File: src/rtl/reg_arb_pkg.sv
// ---------------------------------------------------------------------------
// reg_arb_pkg
// Shared definitions for the round-robin register write arbiter.
//   - arb_state_t : transaction phase of the arbiter (IDLE, WRITE, ACK)
//   - DEFAULT_NREQ / DEFAULT_WIDTH : default requester count and data width
//   - MAX_NREQ / IDX_W : largest supported requester count and its index width
//   - onehot_of() : converts a requester index into a one-hot vector
// ---------------------------------------------------------------------------
package reg_arb_pkg;

   localparam int DEFAULT_NREQ  = 4;
   localparam int DEFAULT_WIDTH = 8;

   // Largest requester count the arbiter is meant to handle, and the index
   // width needed to address it.
   localparam int MAX_NREQ = 8;
   localparam int IDX_W    = 3;

   typedef enum logic [1:0] {
      IDLE  = 2'd0,
      WRITE = 2'd1,
      ACK   = 2'd2
   } arb_state_t;

   // Returns a MAX_NREQ-wide vector with only bit idx set. Callers slice
   // the low NREQ bits for their own requester count.
   function automatic logic [MAX_NREQ-1:0] onehot_of(input logic [IDX_W-1:0] idx);
      logic [MAX_NREQ-1:0] vec;
      vec      = '0;
      vec[idx] = 1'b1;
      return vec;
   endfunction

endpackage : reg_arb_pkg

File: src/rtl/rr_pick.sv
// ---------------------------------------------------------------------------
// rr_pick
// Combinational round-robin priority finder. Searches the request vector
// starting at ptr, then ptr+1, ... wrapping modulo NREQ, and reports the
// first requester found.
// Ports:
//   req    [NREQ-1:0]  request vector
//   ptr    [PTR_W-1:0] index with highest priority this round
//   valid              at least one request bit is set
//   winner [PTR_W-1:0] index of the selected requester (0 when !valid)
//   onehot [NREQ-1:0]  one-hot form of winner (all zero when !valid)
// ---------------------------------------------------------------------------
module rr_pick
   import reg_arb_pkg::*;
#(
   parameter int NREQ  = DEFAULT_NREQ,
   parameter int PTR_W = 2
) (
   input  logic [NREQ-1:0]  req,
   input  logic [PTR_W-1:0] ptr,
   output logic             valid,
   output logic [PTR_W-1:0] winner,
   output logic [NREQ-1:0]  onehot
);

   logic [PTR_W:0]      sum;
   logic [PTR_W-1:0]    idx;
   logic [MAX_NREQ-1:0] onehot_full;

   // Walk the requesters in priority order starting at ptr. The sum is one
   // bit wider than the index so ptr+k can be folded back into range with a
   // single subtraction, which also handles non-power-of-two NREQ. Only the
   // first hit is kept, so later set bits never override the winner.
   always_comb begin
      valid       = 1'b0;
      winner      = '0;
      sum         = '0;
      idx         = '0;
      onehot_full = '0;
      onehot      = '0;
      for (int k = 0; k < NREQ; k++) begin
         sum = {1'b0, ptr} + (PTR_W+1)'(k);
         if (sum >= (PTR_W+1)'(NREQ)) begin
            sum = sum - (PTR_W+1)'(NREQ);
         end
         idx = sum[PTR_W-1:0];
         if (!valid && req[idx]) begin
            valid  = 1'b1;
            winner = idx;
         end
      end
      if (valid) begin
         onehot_full = onehot_of(IDX_W'(winner));
         onehot      = onehot_full[NREQ-1:0];
      end
   end

endmodule : rr_pick

File: src/rtl/reg_write_arbiter.sv
// ---------------------------------------------------------------------------
// reg_write_arbiter
// Round-robin write arbiter in front of one shared WIDTH-bit register.
// Each transaction takes three edges: the winner is picked and its data
// captured (IDLE->WRITE), the register is written and ack raised
// (WRITE->ACK), then grant/ack/busy drop and the pointer moves past the
// winner (ACK->IDLE). IDLE is always visited between transactions.
// Ports:
//   Clk                     clock, rising edge
//   rst                     asynchronous active-low reset
//   req   [NREQ-1:0]        per-requester write request (level)
//   wdata [NREQ*WIDTH-1:0]  write data, requester i at [i*WIDTH +: WIDTH]
//   gnt   [NREQ-1:0]        registered one-hot grant, zero when idle
//   ack   [NREQ-1:0]        registered one-cycle write-complete pulse
//   busy                    high while a transaction is in flight
//   Q     [WIDTH-1:0]       shared register contents
// ---------------------------------------------------------------------------
module reg_write_arbiter
   import reg_arb_pkg::*;
#(
   parameter int               NREQ    = DEFAULT_NREQ,
   parameter int               WIDTH   = DEFAULT_WIDTH,
   parameter logic [WIDTH-1:0] RST_VAL = '0
) (
   input  logic                  Clk,
   input  logic                  rst,
   input  logic [NREQ-1:0]       req,
   input  logic [NREQ*WIDTH-1:0] wdata,
   output logic [NREQ-1:0]       gnt,
   output logic [NREQ-1:0]       ack,
   output logic                  busy,
   output logic [WIDTH-1:0]      Q
);

   localparam int PTR_W = (NREQ > 1) ? $clog2(NREQ) : 1;

   arb_state_t       state;
   logic [PTR_W-1:0] ptr;
   logic [PTR_W-1:0] ptr_next;
   logic [PTR_W-1:0] win_q;
   logic [WIDTH-1:0] wbuf;

   logic             pick_valid;
   logic [PTR_W-1:0] pick_winner;
   logic [NREQ-1:0]  pick_onehot;

   logic [WIDTH-1:0] wdata_slice [NREQ];

   // Split the flat write-data bus into per-requester words so the winner
   // can select its word with a plain array index.
   for (genvar i = 0; i < NREQ; i++) begin : g_slice
      assign wdata_slice[i] = wdata[i*WIDTH +: WIDTH];
   end

   rr_pick #(
      .NREQ  (NREQ),
      .PTR_W (PTR_W)
   ) u_pick (
      .req    (req),
      .ptr    (ptr),
      .valid  (pick_valid),
      .winner (pick_winner),
      .onehot (pick_onehot)
   );

   // The next search starts just past the current winner, so the winner
   // drops to lowest priority. The explicit wrap keeps this correct when
   // NREQ is not a power of two.
   always_comb begin
      ptr_next = '0;
      if (win_q != PTR_W'(NREQ-1)) begin
         ptr_next = win_q + PTR_W'(1);
      end
   end

   // Transaction sequencer. Data is captured into wbuf when the grant is
   // issued, so later changes on req or wdata cannot disturb the write in
   // progress. The winner index is kept in win_q because req may already
   // have dropped by the time the pointer is advanced. Reset discards any
   // in-flight transaction without writing Q or raising ack.
   always_ff @(posedge Clk or negedge rst) begin
      if (!rst) begin
         state <= IDLE;
         ptr   <= '0;
         win_q <= '0;
         wbuf  <= '0;
         gnt   <= '0;
         ack   <= '0;
         busy  <= 1'b0;
         Q     <= RST_VAL;
      end else begin
         case (state)
            IDLE: begin
               if (pick_valid) begin
                  gnt   <= pick_onehot;
                  wbuf  <= wdata_slice[pick_winner];
                  win_q <= pick_winner;
                  busy  <= 1'b1;
                  state <= WRITE;
               end
            end
            WRITE: begin
               Q     <= wbuf;
               ack   <= gnt;
               state <= ACK;
            end
            ACK: begin
               ack   <= '0;
               gnt   <= '0;
               busy  <= 1'b0;
               ptr   <= ptr_next;
               state <= IDLE;
            end
            default: begin
               ack   <= '0;
               gnt   <= '0;
               busy  <= 1'b0;
               state <= IDLE;
            end
         endcase
      end
   end

endmodule : reg_write_arbiter
File: config.mk
export PLATFORM = sky130hd
export DESIGN_NAME = reg_write_arbiter
export DESIGN_NICKNAME = d
export VERILOG_FILES = /design/src/rtl/reg_arb_pkg.sv /design/src/rtl/rr_pick.sv /design/src/rtl/reg_write_arbiter.sv
export SDC_FILE = /design/constraint.sdc
export NUM_CORES = 1
export LEC_CHECK = 0
export BUFFER_PORTS_ARGS = -buffer_cell sky130_fd_sc_hd__clkbuf_2
export CAP_MARGIN = 30
export CORE_MARGIN = 5
export CORE_UTILIZATION = 43
export DETAILED_ROUTE_END_ITERATION = 10
export PLACE_DENSITY = 0.74
export REMOVE_ABC_BUFFERS = 1
export SLEW_MARGIN = 20
export SYNTH_ARGS = -nofsm -noshare
export SYNTH_HDL_FRONTEND = slang
export SYNTH_SLANG_ARGS = --single-unit
File: constraint.sdc
create_clock -name Clk -period 1.5 [get_ports Clk]
set_clock_uncertainty 0.15 [all_clocks]
set_input_delay 0.45 -clock Clk [delete_from_list [all_inputs] [get_ports Clk]]
set_output_delay 0.45 -clock Clk [all_outputs]
set_load 0.01 [all_outputs]
==> metrics.txt <==
final worst-path cycle share=1.15; H-tree levels=2; initial antenna violation count=0; Worst setup EP type=flip-flop; Final Hold Fails=0; Die Footprint=roughly 0.0047 mm2; initial detailed-routing violation count=43; Die Span X=68.7 um; final instance area=0.00210 mm2; slowest library cell on the worst path=dfrtp_1; status=finished, violations left; I/O pins=55; routability congestion estimate=roughly 0.83; register area=776 um2; Max Clk Rate=0.579 GHz; Yosys reg bits=31; Vias per Instance=between 5 and 6; CTS tree=done; Area growth syn-to-layout=41.9%; per-cell routed wire length=between 10 and 15 um; Worst Max-Slew Pin Slew=roughly 420 ps; clk buf depth=2; Clk pin slew, worst setup/hold paths=approximately 90 ps; largest net degree at the start of global routing=32; pre-CTS setup slack=-364 ps; Slew HR=0.720; NumNets Final=between 200 and 250; cell count after synthesis=between 100 and 150; Clock Latency Late Sink=between 300 and 400 ps; overall routed net length=~3600 um; min-delay worst type=input pin to flip-flop; critical path peak fanout=6; number of diodes=0; crit path DAT=1770 ps; syn avg cell area=12.4 um2; fillers=just over 300; Final setup viols=13; grt peak-use layer=met2; Lkg Pwr=1.11 nW; Rows=21; Clock Sinks=31; Yosys Warn Count=0; failing checks=negative setup slack; delay of the slowest cell on the worst path=~440 ps; met2 Usage GRT=0.281; crit path time final=1730 ps; RSZ-0062 raised after global routing=true; clock root cell=clkbuf_4; PortBufs=54; Final Worst Setup Slack=-226 ps; Mapped Area=about 0.0015 mm2; Max IR drop VDD=about 970 uV; Max Slew Vio Count=0; met3 Usage GRT=0.0632; multi-input logic area=697 um2; met1 GRT Util=0.213; global-route usage over all layers=0.174; Core Footprint=approximately 0.0033 mm2; via count=around 1200; Final Total Pwr=about 4.3 mW; Starting Density=0.444; Final ANT Viol Nets=0; WP buf/inv=1; vias in the first global route=1293; maxcap violations=0; DR pass1 iterations=4; final core occ=0.630; register area share after synthesis=0.524; chip height=between 60 and 70 um; critical setup path kind=flip-flop to flip-flop; Yosys cell types=29; pwr/cell area=around 2100 mW/mm2; cell family with most CP delay=flip-flops; dpl cell area=~0.0019 mm2; critical path required time=roughly 1600 ps; CP Launch Type=flip-flop; CTS Buf Count=5; global-route wire length before repair=a little under 6000 um; cell breakdown of the critical path=nand2b_4 > a21o_1 > o211ai_4 > clkbuf_16 > mux2i_1 > o221ai_1; post-DP HPWL=approximately 2800 um; DRC violations left=0; share of cells above drive strength 1=0.520; gr ovfl total=0
-- tightest hold or removal path, stage by stage --
cell	delay, ps
clkbuf_2	80
mux2i_1	60
o221ai_1	130
-- stage by stage --
stage / TNS [ps] / instances / hold slack, ps
floorplan: -4640 / 114 / 4.41
global placement: -3740 / 228 / 314
detailed placement: -4320 / 228 / 325
CTS: -1870 / 239 / 280
global route: -3380 / 246 / 274
finish: -2150 / 246 / 287
-- cell usage in the layout, fill, tap and decap left out, drive strengths merged, types with 2 or more instances in the layout --
cell,n
mux2,9
inv,2
a22o,2
dfrtp,31
nor2,7
nand2b,4
nor2b,3
clkbuf,62
buf,22
a21o,2
o221ai,8
mux2i,20
a32o,2
nand2,15
-- final timing paths --
kind	start	to	slack, ps	cells after the start
max reg2reg	ptr[0]	wbuf[3]	-230	6
max	ptr[0]	wbuf[3]	-230	6
min in group asynchronous	rst	busy	520	3
min	wdata[30]	wbuf[6]	290	3
min reg2reg	wbuf[4]	wbuf[4]	350	2
max in group asynchronous	rst	Q[7]	400	3
-- logic make-up after synthesis --
| group | count (synthesis) | share of synthesized area |
|---|---|---|
| AND/OR/NAND/NOR | 31 | 0.104 |
| flip-flops | 31 | 0.524 |
| multiplexers | 29 | 0.204 |
| AO/OA/AOI/OAI | 20 | 0.123 |
| buffers and inverters | 7 | 0.0363 |
| adder cells (fa/ha/maj) | 1 | 0.00845 |
-- timing repair --
item                                    CTS  global route
endpoints found under the hold margin    31             0
hold buffers                              1             0
gates resized for setup                   6             6
endpoints found under the setup margin   13            27
pin swaps                                 7             6
gates cloned                              1             0
buffers inserted                          1             7
-- per-layer routing --
metal  wire length [um]  vias to the layer above
li1                   -                      598
met1               1580                      600
met2               1780                       49
met3                234                        2
met4                 20                        0
met5                  0                        -
-- final cells by class --
type,count,area share
clock buffer,7,0.0310
clock inverter,1,0.00357
inverter,2,0.00357
multi-input combinational,81,0.332
sequential,31,0.369
tap,46,0.0274
timing repair buffer,78,0.233
-- registers in the layout, summed over array words and instances (netlist names) --
register and flops:
ack 4, gnt 4, ptr 2, Q 8
win_q 2, wbuf 8, busy 1, state 2
-- synthesized netlist by cell type --
library cell  instances  share of area
nor2_2                1         0.0042
buf_6                 1         0.0076
nand2_1              13          0.033
nand2b_1              4          0.017
o32a_1                1         0.0068
dfrtp_1              31           0.52
mux2_1                3          0.023
o221ai_1              8          0.047
nor2_1                6          0.015
or3_4                 1         0.0076
a21oi_1               1         0.0034
a22o_1                2          0.012
nor2b_1               2         0.0085
nor4_1                1         0.0042
inv_2                 1         0.0025
o32ai_2               1          0.011
a32o_1                2          0.014
inv_1                 1         0.0025
buf_12                1          0.014
o211ai_2              1         0.0085
nand2_2               2         0.0085
mux2_2                6          0.046
buf_2                 3          0.010
mux2i_1              20           0.14
ha_1                  1         0.0085
nor2b_2               1         0.0059
o21ai_2               1         0.0059
a21o_1                2          0.010
o31ai_1               1         0.0051
-- report_power, final --
part | switching (mW) | internal, mW | leakage [nW]
Combinational | 1.07 | 1.21 | 0.686
Sequential | 0.252 | 1.25 | 0.390
Clock | 0.268 | 0.274 | 0.0375
Total | 1.59 | 2.74 | 1.11
Note: power is estimated with default switching activity, not from simulation.
